<file path="config.mk">
export PLATFORM = sky130hd
export DESIGN_NAME = scanner_receiver
export DESIGN_NICKNAME = d
export VERILOG_FILES = /design/src/rtl/scanner_pkg.sv /design/src/rtl/serial_word_deser.sv /design/src/rtl/scanner_receiver.sv
export SDC_FILE = /design/constraint.sdc
export NUM_CORES = 1
export LEC_CHECK = 0
export CELL_PAD_IN_SITES_DETAIL_PLACEMENT = 0
export CELL_PAD_IN_SITES_GLOBAL_PLACEMENT = 1
export CORE_MARGIN = 5
export CORE_UTILIZATION = 45
export CTS_BUF_LIST = sky130_fd_sc_hd__clkbuf_2
export CTS_CLUSTER_SIZE = 12
export DETAILED_ROUTE_END_ITERATION = 12
export DONT_BUFFER_PORTS = 1
export PLACE_DENSITY_LB_ADDON = 0.1
export SYNTH_ARGS = -nofsm -noshare
export SYNTH_HDL_FRONTEND = slang
export SYNTH_SLANG_ARGS = --single-unit
</file>
<file path="constraint.sdc">
create_clock -name clk -period 4.25 [get_ports clk]
set_clock_uncertainty 0.05 [all_clocks]
set_input_delay 0.85 -clock clk [delete_from_list [all_inputs] [get_ports clk]]
set_output_delay 0.85 -clock clk [all_outputs]
set_load 0.03 [all_outputs]
</file>
<file path="src/rtl/scanner_pkg.sv">
// Shared scanner link definitions: command codes, word width and
// receiver FSM encoding, common to transmitter and receiver.
package scanner_pkg;

   localparam int WORD_W = 8;

   localparam logic [WORD_W-1:0] CMD_READY_XFER = 8'd2;
   localparam logic [WORD_W-1:0] CMD_START_SCAN = 8'd3;
   localparam logic [WORD_W-1:0] CMD_FULL       = 8'd4;
   localparam logic [WORD_W-1:0] CMD_XFER_DATA  = 8'd7;

   typedef enum logic {
      WAIT_CMD  = 1'b0,
      WAIT_DATA = 1'b1
   } rx_state_t;

endpackage

</file>
<file path="src/rtl/serial_word_deser.sv">
// Oversampling deserialiser: synchronises the scanner serial link,
// assembles MSB-first words and drops stalled partial words.
module serial_word_deser
   import scanner_pkg::*;
#(
   parameter int TIMEOUT = 16,
   parameter int SYNC    = 2
) (
   input  logic              clk,
   input  logic              rst,
   input  logic              ser_clk,
   input  logic              ser_data,
   output logic              word_done,
   output logic [WORD_W-1:0] word,
   output logic              timeout_err
);

   localparam int TW = $clog2(TIMEOUT + 1);

   logic [SYNC-1:0]   clk_sync;
   logic [SYNC-1:0]   data_sync;
   logic              clk_prev;
   logic [WORD_W-1:0] sh_reg;
   logic [2:0]        bit_cnt;
   logic [TW-1:0]     to_cnt;
   logic              strobe;
   logic              bit_s;

   assign strobe      = clk_sync[SYNC-1] & ~clk_prev;
   assign bit_s       = data_sync[SYNC-1];
   assign word        = {sh_reg[WORD_W-2:0], bit_s};
   assign word_done   = strobe && (bit_cnt == 3'd7);
   // A strobe in the expiry cycle keeps the word alive
   assign timeout_err = !strobe && (bit_cnt != 3'd0) &&
                        (to_cnt == TW'(TIMEOUT - 1));

   always_ff @(posedge clk or posedge rst) begin
      if (rst) begin
         clk_sync  <= '0;
         data_sync <= '0;
         clk_prev  <= 1'b0;
      end else begin
         clk_sync  <= {clk_sync[SYNC-2:0], ser_clk};
         data_sync <= {data_sync[SYNC-2:0], ser_data};
         clk_prev  <= clk_sync[SYNC-1];
      end
   end

   always_ff @(posedge clk or posedge rst) begin
      if (rst) begin
         sh_reg  <= '0;
         bit_cnt <= 3'd0;
         to_cnt  <= '0;
      end else if (strobe) begin
         sh_reg  <= word;
         bit_cnt <= bit_cnt + 3'd1;
         to_cnt  <= '0;
      end else if (timeout_err) begin
         bit_cnt <= 3'd0;
         to_cnt  <= '0;
      end else if (bit_cnt != 3'd0) begin
         to_cnt  <= to_cnt + TW'(1);
      end else begin
         to_cnt  <= '0;
      end
   end

endmodule

</file>
<file path="src/rtl/scanner_receiver.sv">
// Scanner link receiver: decodes command/data words, keeps status
// flags and drives the transfer-ready handshake back to the scanner.
module scanner_receiver
   import scanner_pkg::*;
#(
   parameter int TIMEOUT = 16,
   parameter int SYNC    = 2
) (
   input  logic              clk,
   input  logic              rst,
   input  logic              serClkIn,
   input  logic              serDataIn,
   input  logic              sinkReady,
   output logic              readyForTransferOut,
   output logic              cmdValid,
   output logic [WORD_W-1:0] cmdCode,
   output logic              dataValid,
   output logic [WORD_W-1:0] dataWord,
   output logic              scanning,
   output logic              xferPending,
   output logic              bufferFull,
   output logic              linkErr
);

   rx_state_t         state, state_n;
   logic              word_done;
   logic [WORD_W-1:0] word;
   logic              timeout_err;
   logic              cmd_v, data_v, err;
   logic [WORD_W-1:0] code_n, dw_n;
   logic              scan_n, xfer_n, full_n;

   serial_word_deser #(
      .TIMEOUT (TIMEOUT),
      .SYNC    (SYNC)
   ) u_deser (
      .clk         (clk),
      .rst         (rst),
      .ser_clk     (serClkIn),
      .ser_data    (serDataIn),
      .word_done   (word_done),
      .word        (word),
      .timeout_err (timeout_err)
   );

   always_comb begin
      state_n = state;
      cmd_v   = 1'b0;
      data_v  = 1'b0;
      err     = 1'b0;
      code_n  = cmdCode;
      dw_n    = dataWord;
      scan_n  = scanning;
      xfer_n  = xferPending;
      full_n  = bufferFull;
      if (timeout_err) begin
         err     = 1'b1;
         state_n = WAIT_CMD;
      end else if (word_done) begin
         case (state)
            WAIT_CMD: begin
               cmd_v  = 1'b1;
               code_n = word;
               case (word)
                  CMD_XFER_DATA:  state_n = WAIT_DATA;
                  CMD_READY_XFER: xfer_n  = 1'b1;
                  CMD_START_SCAN: scan_n  = 1'b1;
                  CMD_FULL: begin
                     scan_n = 1'b0;
                     full_n = 1'b1;
                  end
                  default:        err     = 1'b1;
               endcase
            end
            WAIT_DATA: begin
               data_v  = 1'b1;
               dw_n    = word;
               xfer_n  = 1'b0;
               full_n  = 1'b0;
               state_n = WAIT_CMD;
            end
            default: state_n = WAIT_CMD;
         endcase
      end
   end

   always_ff @(posedge clk or posedge rst) begin
      if (rst) begin
         state               <= WAIT_CMD;
         readyForTransferOut <= 1'b0;
         cmdValid            <= 1'b0;
         cmdCode             <= '0;
         dataValid           <= 1'b0;
         dataWord            <= '0;
         scanning            <= 1'b0;
         xferPending         <= 1'b0;
         bufferFull          <= 1'b0;
         linkErr             <= 1'b0;
      end else begin
         state               <= state_n;
         readyForTransferOut <= sinkReady && (state == WAIT_CMD);
         cmdValid            <= cmd_v;
         cmdCode             <= code_n;
         dataValid           <= data_v;
         dataWord            <= dw_n;
         scanning            <= scan_n;
         xferPending         <= xfer_n;
         bufferFull          <= full_n;
         linkErr             <= err;
      end
   end

endmodule
</file>
# Word level (Yosys, flattened, before mapping)
# Index checks and enable logic that the tools add are counted.
# W data, S select, Z words.
[totals] regBits=44 latch_bits=0 n_memories=0 ramBits=0 romBits=0 wordCells=69 inputBits=5
[classes] addsub=2 eq_ne=8 muxes=24 shift=0 bitwise_logic=4 reduce_logical=15 n_mul=0 div_mod_pow=0 magnitude_cmp=0
[ops] op="$eq A8 B2 Y1 const B" n=2
[ops] op="$eq A8 B3 Y1 const B" n=2
[ops] op="$mux W1" n=15
[ops] op="$mux W5" n=3
[ops] op="$reduce_and A3 Y1" n=4
[ops] op="$pmux W1 S2" n=4
[ops] op="$mux W3" n=2
[ops] op="$reduce_bool A2 Y1" n=3
[ops] op="$add A5 B1 Y5 const B" n=1
[ops] op="$eq A5 B4 Y1 const B" n=1
[ops] op="$logic_and A1 B1 Y1" n=4
[ops] op="$ne A2 B1 Y1 const B" n=2
[ops] op="$reduce_and A4 Y1" n=1
[ops] op="$reduce_or A4 Y1" n=1
[ops] op="$add A3 B1 Y3 const B" n=1
[ops] op="$eq A3 B3 Y1 const B" n=1
[ops] op="$not A1 Y1" n=3
[ops] op="$reduce_bool A3 Y1" n=1
[ops] op="$and A1 B1 Y1" n=1
[ops] op="$logic_not A1 Y1" n=1

# Depth between registers and ports, before layout
[logic_depth] word_depth=7 mapped_depth=7 ltp_nobuf=7

# Modules after synthesis
# A second synthesis with hierarchy kept.
[hier_totals] hier_cells=147 area_unflattened_um2=1840.5
[modules_own_cells] mod="scanner_receiver" area_each_um2=998.5 n_inst=1 seq_area_each_um2=600.6 cells_per_inst=71
[modules_own_cells] mod="serial_word_deser" area_each_um2=842.1 n_inst=1 seq_area_each_um2=500.5 cells_per_inst=76

# Worst setup path after synthesis
# No wires, ideal clock.
[synth_path] kind="register -> register" startpoint="register u_deser.bit_cnt[0]" endpoint="register dataWord[2]" period_less_slack_ps=1662 t_arrival_ps=1488 path_slack_ps=2588 stages_incl_launch_ff=7 n_path_buf=0 required_time_ps=4075 path_cell_list="dfrtp_1 > ha_1 > ha_1 > and3b_1 > nand2_1 > inv_2 > mux2_2"
[synth_between] elab_chain_len=5 word_cells_on_any_way=7 classes_between="eq/ne (1); bitwise (1); reduce/logical (5)"
[synth_lines] element="from (decl)" line_no="serial_word_deser.sv:24" rtl="logic [2:0] bit_cnt;"
[synth_lines] element="from (signal assigned)" line_no="serial_word_deser.sv:56" rtl="bit_cnt <= bit_cnt + 3'd1;"
[synth_lines] element="$reduce_bool A3 Y1" line_no="serial_word_deser.sv:34" rtl="assign timeout_err = !strobe && (bit_cnt != 3'd0) &&"
[synth_lines] element="$logic_and A1 B1 Y1 (2 in a row)" line_no="serial_word_deser.sv:34"
[synth_lines] element="$not A1 Y1 (no line)"
[synth_lines] element="$reduce_and A3 Y1 (no line) *"
[synth_lines] element="to (signal assigned)" line_no="scanner_receiver.sv:105" rtl="dataWord <= dw_n;"
[synth_lines] element="to (decl)" line_no="scanner_receiver.sv:18" rtl="output logic [WORD_W-1:0] dataWord,"
# Mark *: on every way between the ends. The rest lies on a longest branch, timed or not.
# A chain may end at the register's enable or synchronous reset.

# Final worst setup path
[layout_path] startpoint="register scanning" endpoint="output port scanning"
[layout_rtl] element="from (decl)" line_no="scanner_receiver.sv:19" rtl="output logic scanning,"
[layout_rtl] element="from (signal assigned)" line_no="scanner_receiver.sv:106" rtl="scanning <= scan_n;"
# No word-level cell between the ends.

==> metrics.md <==
| Metric | Value |
|---|---|
| Outcome | finished clean |
| Reg clk slew, reported paths | 230 ps |
| Final HPWL DP | 2140 µm |
| Synthesized area | 1740 µm² |
| Placed insts | 190 |
| Most common cell after layout, fill and taps aside | dfrtp_1 |
| DRT iter0 DRCs | 64 |
| CTS tree | yes |
| Yosys top cell area share | 63.2% |
| Met3 Use GR | 5.96% |
| Post CTS Setup Buffer Count | 0 |
| Area contributors post-synth | dfrtp_1 (63%), mux2_2 (10%), nand2_1 (6.0%), ha_1 (3.6%), nor2_1 (1.5%) |
| Vias/cell | 5.08 |
| Fin crit share | 44.4% |
| Max Cap Viol | 0 |
| Hold Path Class | reg -> reg |
| Ys Warns | 0 |
| Final Max Tran Viols | 0 |
| M2 GR Usage | 20.4% |
| Gate count of the mapped netlist | 144 |
| All-Layer GR Usage | 13.2% |
| Final Cell Area | 1870 µm² |
| Placer Congestion | 0.667 |
| Final hold vios | 0 |
| Ant diodes | 0 |
| Commonest non-fill, non-tap cells in the layout | dfrtp_1 (44), nand2_1 (28), mux2_2 (16), nor2_1 (7) |
| Global routing usage on met1 | 16.4% |
| Setup_tns | 0 ps |
| Root Driver | clkbuf_2 |
| Routed len/inst | 15.2 µm |
| CORE AREA | 3720 µm² |
| CTS-repair resized insts | 0 |
| CP Capture Type | output port |
| Peak VDD IR | 0.278 mV |
| Tmin final | 1890 ps |
| Initial antenna violation count | 0 |
| Grt ovf | 0 |
| Number of hold buffers added after CTS | 0 |
| # DRC | 0 |
| Layout area overhead | 7.11% |
| Clock Latency Late Sink | 400 ps |
| Max Clk Rate | 530 MHz |
| Final ANT Viol Nets | 0 |
| # nets final | 159 |
| Initial Utilization | 46.9% |
| Ports | 28 |
| Type of origin of the critical path | flop |
| Area leader, netlist | dfrtp_1 |
| Seq/Total Area, Yosys | 63.2% |
| Register bit total from synthesis | 44 |
| Count of cell types in the netlist | 28 |
| Row count | 22 |
| Crit path kind | reg -> out |
| Rel. slew slack | 49.5% |
| Routed wire length | 3010 µm |
| Avg Cell Area, Syn | 12.1 µm² |
| Area post-placement | 1800 µm² |
| Critical path peak fanout | 3 |
| Global route hottest layer | met2 |
| Fin cells | 198 |
| WP data required | 3350 ps |
| Chip height | 72.2 µm |
| CTS max path bufs | 2 |
| Worst-Margin Slew | 756 ps |
| Final Util | 50.2% |
| Vias | 1006 |
| Arr. time, crit path | 990 ps |
| Power Dens Cells | 507 nW/µm² |
| Number of iterations in the first detailed-routing pass | 4 |
| Leakage | 0.000942 µW |
| Largest net degree at the start of global routing | 45 |
| Unrepaired setup endpoints after global routing | no |
| IO buf count | 0 |
| CTS sink cnt | 44 |
| Share of layout cells above drive strength 1 | 20.0% |
| Clock buffer count from CTS | 5 |
| Die ar. | 5210 µm² |
| Vias in the first global route | 1061 |
| Die width | 72.2 µm |
| Final setup violation count | 0 |
| Syn nets | 154 |
| Global-route wire length before repair | 5220 µm |
| H-tree depth | 2 |
[worst paths after layout]
check / startpoint / endpoint / slack, ps / depth (start not counted)
max in group asynchronous: rst / dataWord[2] / 3390 / 2
min in group asynchronous: rst / u_deser.bit_cnt[0] / 380 / 2
worst max-delay path: scanning / scanning / 2360 / 0
worst max register to register: u_deser.bit_cnt[0] / dataWord[3] / 2420 / 6
worst min register to register: u_deser.clk_sync[0] / u_deser.clk_sync[1] / 330 / 0
worst min-delay path: u_deser.clk_sync[0] / u_deser.clk_sync[1] / 330 / 0
[kinds of logic after synthesis]
family / after synthesis / synth area share, %
compound gates: 9 / 3.45
mux: 16 / 10.3
xor+xnor: 3 / 1.51
simple gates: 57 / 15.7
flops: 44 / 63.2
buf+inv: 10 / 2.16
fa+ha+maj: 5 / 3.59
[routing by layer]
metal  up-vias  share of wire (%)
met5         -                  0
met4         0               0.60
met3         2                8.0
met2        29                 47
met1       487                 44
li1        488                  -
[cells in the mapped netlist]
cell type and number:
o21a_1 2, nor2_2 1, nor4_1 2, nor2_1 7
o21ai_0 2, nand3b_1 2, xor2_1 1, and3_1 2
nand2_1 28, xnor2_1 2, clkbuf_1 3, nand2_2 1
or4_1 1, o21ai_1 1, dfrtp_1 44, o31ai_1 1
a2bb2oi_1 1, nor3_2 1, ha_1 5, and3b_1 1
mux2_2 16, o41ai_1 1, a21oi_1 1, nand2b_1 4
nand3_1 4, inv_2 2, inv_1 5, nor2b_1 3
[stage by stage]
stage | hold slack (ps) | worst slack [ps] | power, µW
3_3_place_gp | 286 | 2480 | 720
6_report | 326 | 2360 | 945
4_1_cts | 327 | 2320 | 959
2_1_floorplan | 281 | 2320 | 687
3_5_place_dp | 292 | 2440 | 727
5_1_grt | 321 | 2270 | 1010
[area by class of cell]
| cell class | instances | area (µm²) |
|---|---|---|
| Fill cell | 342 | 1850 |
| Clock buffer | 5 | 25.0 |
| Sequential cell | 44 | 1100 |
| Multi-Input combinational cell | 90 | 603 |
| Tap cell | 48 | 60.1 |
| Inverter | 7 | 26.3 |
| Clock inverter | 3 | 42.5 |
| Timing Repair Buffer | 1 | 7.51 |
[power by group]
part,total (µW),leakage (µW),switching [µW],internal [µW]
Sequential,586,0.000585,106,480
Clock,232,0.0000390,133,98.2
Combinational,128,0.000318,68.4,59.2
Note: power is estimated with default switching activity, not from simulation.
==> edit, RTL diff (config.mk and constraints unchanged) <==
The package constant `WORD_W` goes from 8 to 12.
--- a/src/rtl/scanner_pkg.sv
+++ b/src/rtl/scanner_pkg.sv
@@ -2,7 +2,7 @@
 // receiver FSM encoding, common to transmitter and receiver.
 package scanner_pkg;
 
-   localparam int WORD_W = 8;
+   localparam int WORD_W = 12;
 
    localparam logic [WORD_W-1:0] CMD_READY_XFER = 8'd2;
    localparam logic [WORD_W-1:0] CMD_START_SCAN = 8'd3;
Ports: changed (resized cmdCode and dataWord); port bits go from 28 to 36. No check against the original RTL was run, so the function may have changed too.
==> edit against the original RTL <==
Die area grew 27%. Sequential power up 27%. Worst hold slack better by 0.0078 ns. Via count up 28%. Setup slack lost 0.21 ns. Routed wire length is 31% higher. Combinational power up 33%. Design area up 26%. Area after synthesis up 32%. Core utilization is 3.6 points lower. Total power rose by 17%. Sequential cell count is 12 higher. Register-to-register slack lost 0.26 ns. Largest cell class unchanged.
==> edit: results (changes against the original RTL) <==
Outcome
  – Run status: complete, no violations

Critical path
  – Crit path max fanout: 17 (+14)
  – Slowest Stage Delay on Critical Path: 0.79 ns
  – Critical Path AT: 2.43 ns (+1.44 ns)
  – Delay-heaviest family, CP: simple AND/OR/NAND/NOR gates

Timing
  – Relative slew margins: 24.7% (-25 points)

Clocking
  – Clk buf depth: 2 (unchanged)
  – Source-to-sink clock delay at the later pin of the worst-skew pair: 0.42 ns (+0.02 ns)
  – Root cell of the clock tree: sky130_fd_sc_hd__clkbuf_2
  – Level count of the clock H-tree: 2 (unchanged)
  – CTS Buf Count: 5 (unchanged)
  – Postcts setup bufs: 0 (unchanged)
  – Post-cts repair resize count: 0 (unchanged)

Global routing
  – Met2 layer usage reported by global route: 21.8% (+1.4 points)
  – Maximum number of pins on one net before global-route repair: 57 (+27%)
  – Total Routing Usage GR: 14.0% (+0.78 points)
  – Busiest metal layer after global routing: met2
  – Antenna violations before repair: 0 (unchanged)
  – Met1 global-route usage: 18.2% (+1.9 points)
  – Via count of the first global-routing pass: 1402 (+32%)
  – Met3 Use GR: 5.04% (-0.91 points)
  – Global-route wire length before repair: 6990 um (+34%)

Synthesis
  – Count of cell types in the netlist: 35 (+25%)
  – Fraction of the yosys area taken by sequential cells: 60.9% (-2.3 points)
  – Primary flip-flop cell chosen by synthesis mapping: sky130_fd_sc_hd__dfrtp_1
  – Most used standard cells in the synthesized netlist: sky130_fd_sc_hd__dfrtp_1, sky130_fd_sc_hd__nand2_1, sky130_fd_sc_hd__mux2_2
  – Async S/R FF share, synth: 100% (unchanged)
  – Net count of the mapped netlist: 190 (+23%)
  – Biggest area contributors in the synthesized netlist: sky130_fd_sc_hd__dfrtp_1, sky130_fd_sc_hd__mux2_2, sky130_fd_sc_hd__nand2_1, sky130_fd_sc_hd__ha_1, sky130_fd_sc_hd__nor2_1
  – Total number of yosys warnings: 0 (unchanged)

Layout
  – Filler cell count: 464 (+36%)
  – Final core area utilization: 46.6% (-3.6 points)
  – Antenna diode instance count: 0 (unchanged)
  – Share of layout cells above drive strength 1: 21.2% (+1.2 points)

Detailed routing
  – Via-per-instance ratio: 5.18 (+1.9%)
  – Wire length reported by the detailed router: 3940 um (+31%)
  – Drt first-iter violations: 72 (+13%)
  – Number of detailed-routing iterations run before antenna repair: 4 (unchanged)
  – Met2 wire len: 1810 um (+28%)
  – Wl on met1: 1760 um (+32%)
  – Highest metal layer used by the detailed router: met4
  – Routed length on met3: 319 um (+32%)

Place
  – Count of input and output buffers: 0 (unchanged)
  – Worst slack, placed: 2.14 ns (-0.304 ns)
  – GPL Wtd Cong: 0.715 (+7.1%)
  – Placed wire-length estimate: 2650 um (+24%)
  – Instance area after placement: 2320 um2 (+29%)

Hold path
  – Hold Crit Class: reg2reg

Power
  – Lkg Pwr: 1.21 nW (+29%)
  – Max VDD drop: 0.000230 V (-17%)
edit: report_power, final:
| part | leakage (nW) | total [W] | switching (W) | internal, W |
|---|---|---|---|---|
| clock | 0.0288 | 0.000190 | 0.000151 | 0.0000393 |
| sequential | 0.751 | 0.000743 | 0.000136 | 0.000607 |
| combinational | 0.431 | 0.000170 | 0.0000916 | 0.0000787 |
| total | 1.21 | 0.00110 | 0.000379 | 0.000725 |
edit: cell type report:
type	count	area share, %
flip-flops and latches	56	59.6
multi-input cells	109	34.1
inverters	7	1.12
well taps	70	3.73
clock inverters	1	0.213
clock buffers	6	1.28
edit: worst paths after layout:
check	start	endpoint	slack, ns	cells past startpoint
setup / recovery	u_deser.bit_cnt[0]$_DFFE_PP0P_	state$_DFFE_PP0P_	2.16	5
hold / removal	u_deser.data_sync[0]$_DFF_PP0_	u_deser.data_sync[1]$_DFF_PP0_	0.33	0
setup reg to reg	u_deser.bit_cnt[0]$_DFFE_PP0P_	state$_DFFE_PP0P_	2.16	5
hold reg to reg	u_deser.data_sync[0]$_DFF_PP0_	u_deser.data_sync[1]$_DFF_PP0_	0.33	0
max in group asynchronous	rst	u_deser.bit_cnt[1]$_DFFE_PP0P_	2.95	1
min in group asynchronous	rst	u_deser.sh_reg[8]$_DFFE_PP0N_	0.50	1
edit: cell families after synthesis:
family                     share of synthesized area, %
AOI/OAI and AO/OA                                  4.73
xor gates and xnor gates                           1.14
adders and majority gates                          2.72
buffers and inverters                              4.24
DFF                                                60.9
muxes                                              11.4
and+or+nand+nor                                    14.8
edit: through the flow:
step | hold WS (ns) | std cells
after floorplan | 0.281 | 180
after global placement | 0.284 | 242
after detailed placement | 0.286 | 242
after CTS | 0.335 | 249
after global routing | 0.308 | 249
final | 0.334 | 249
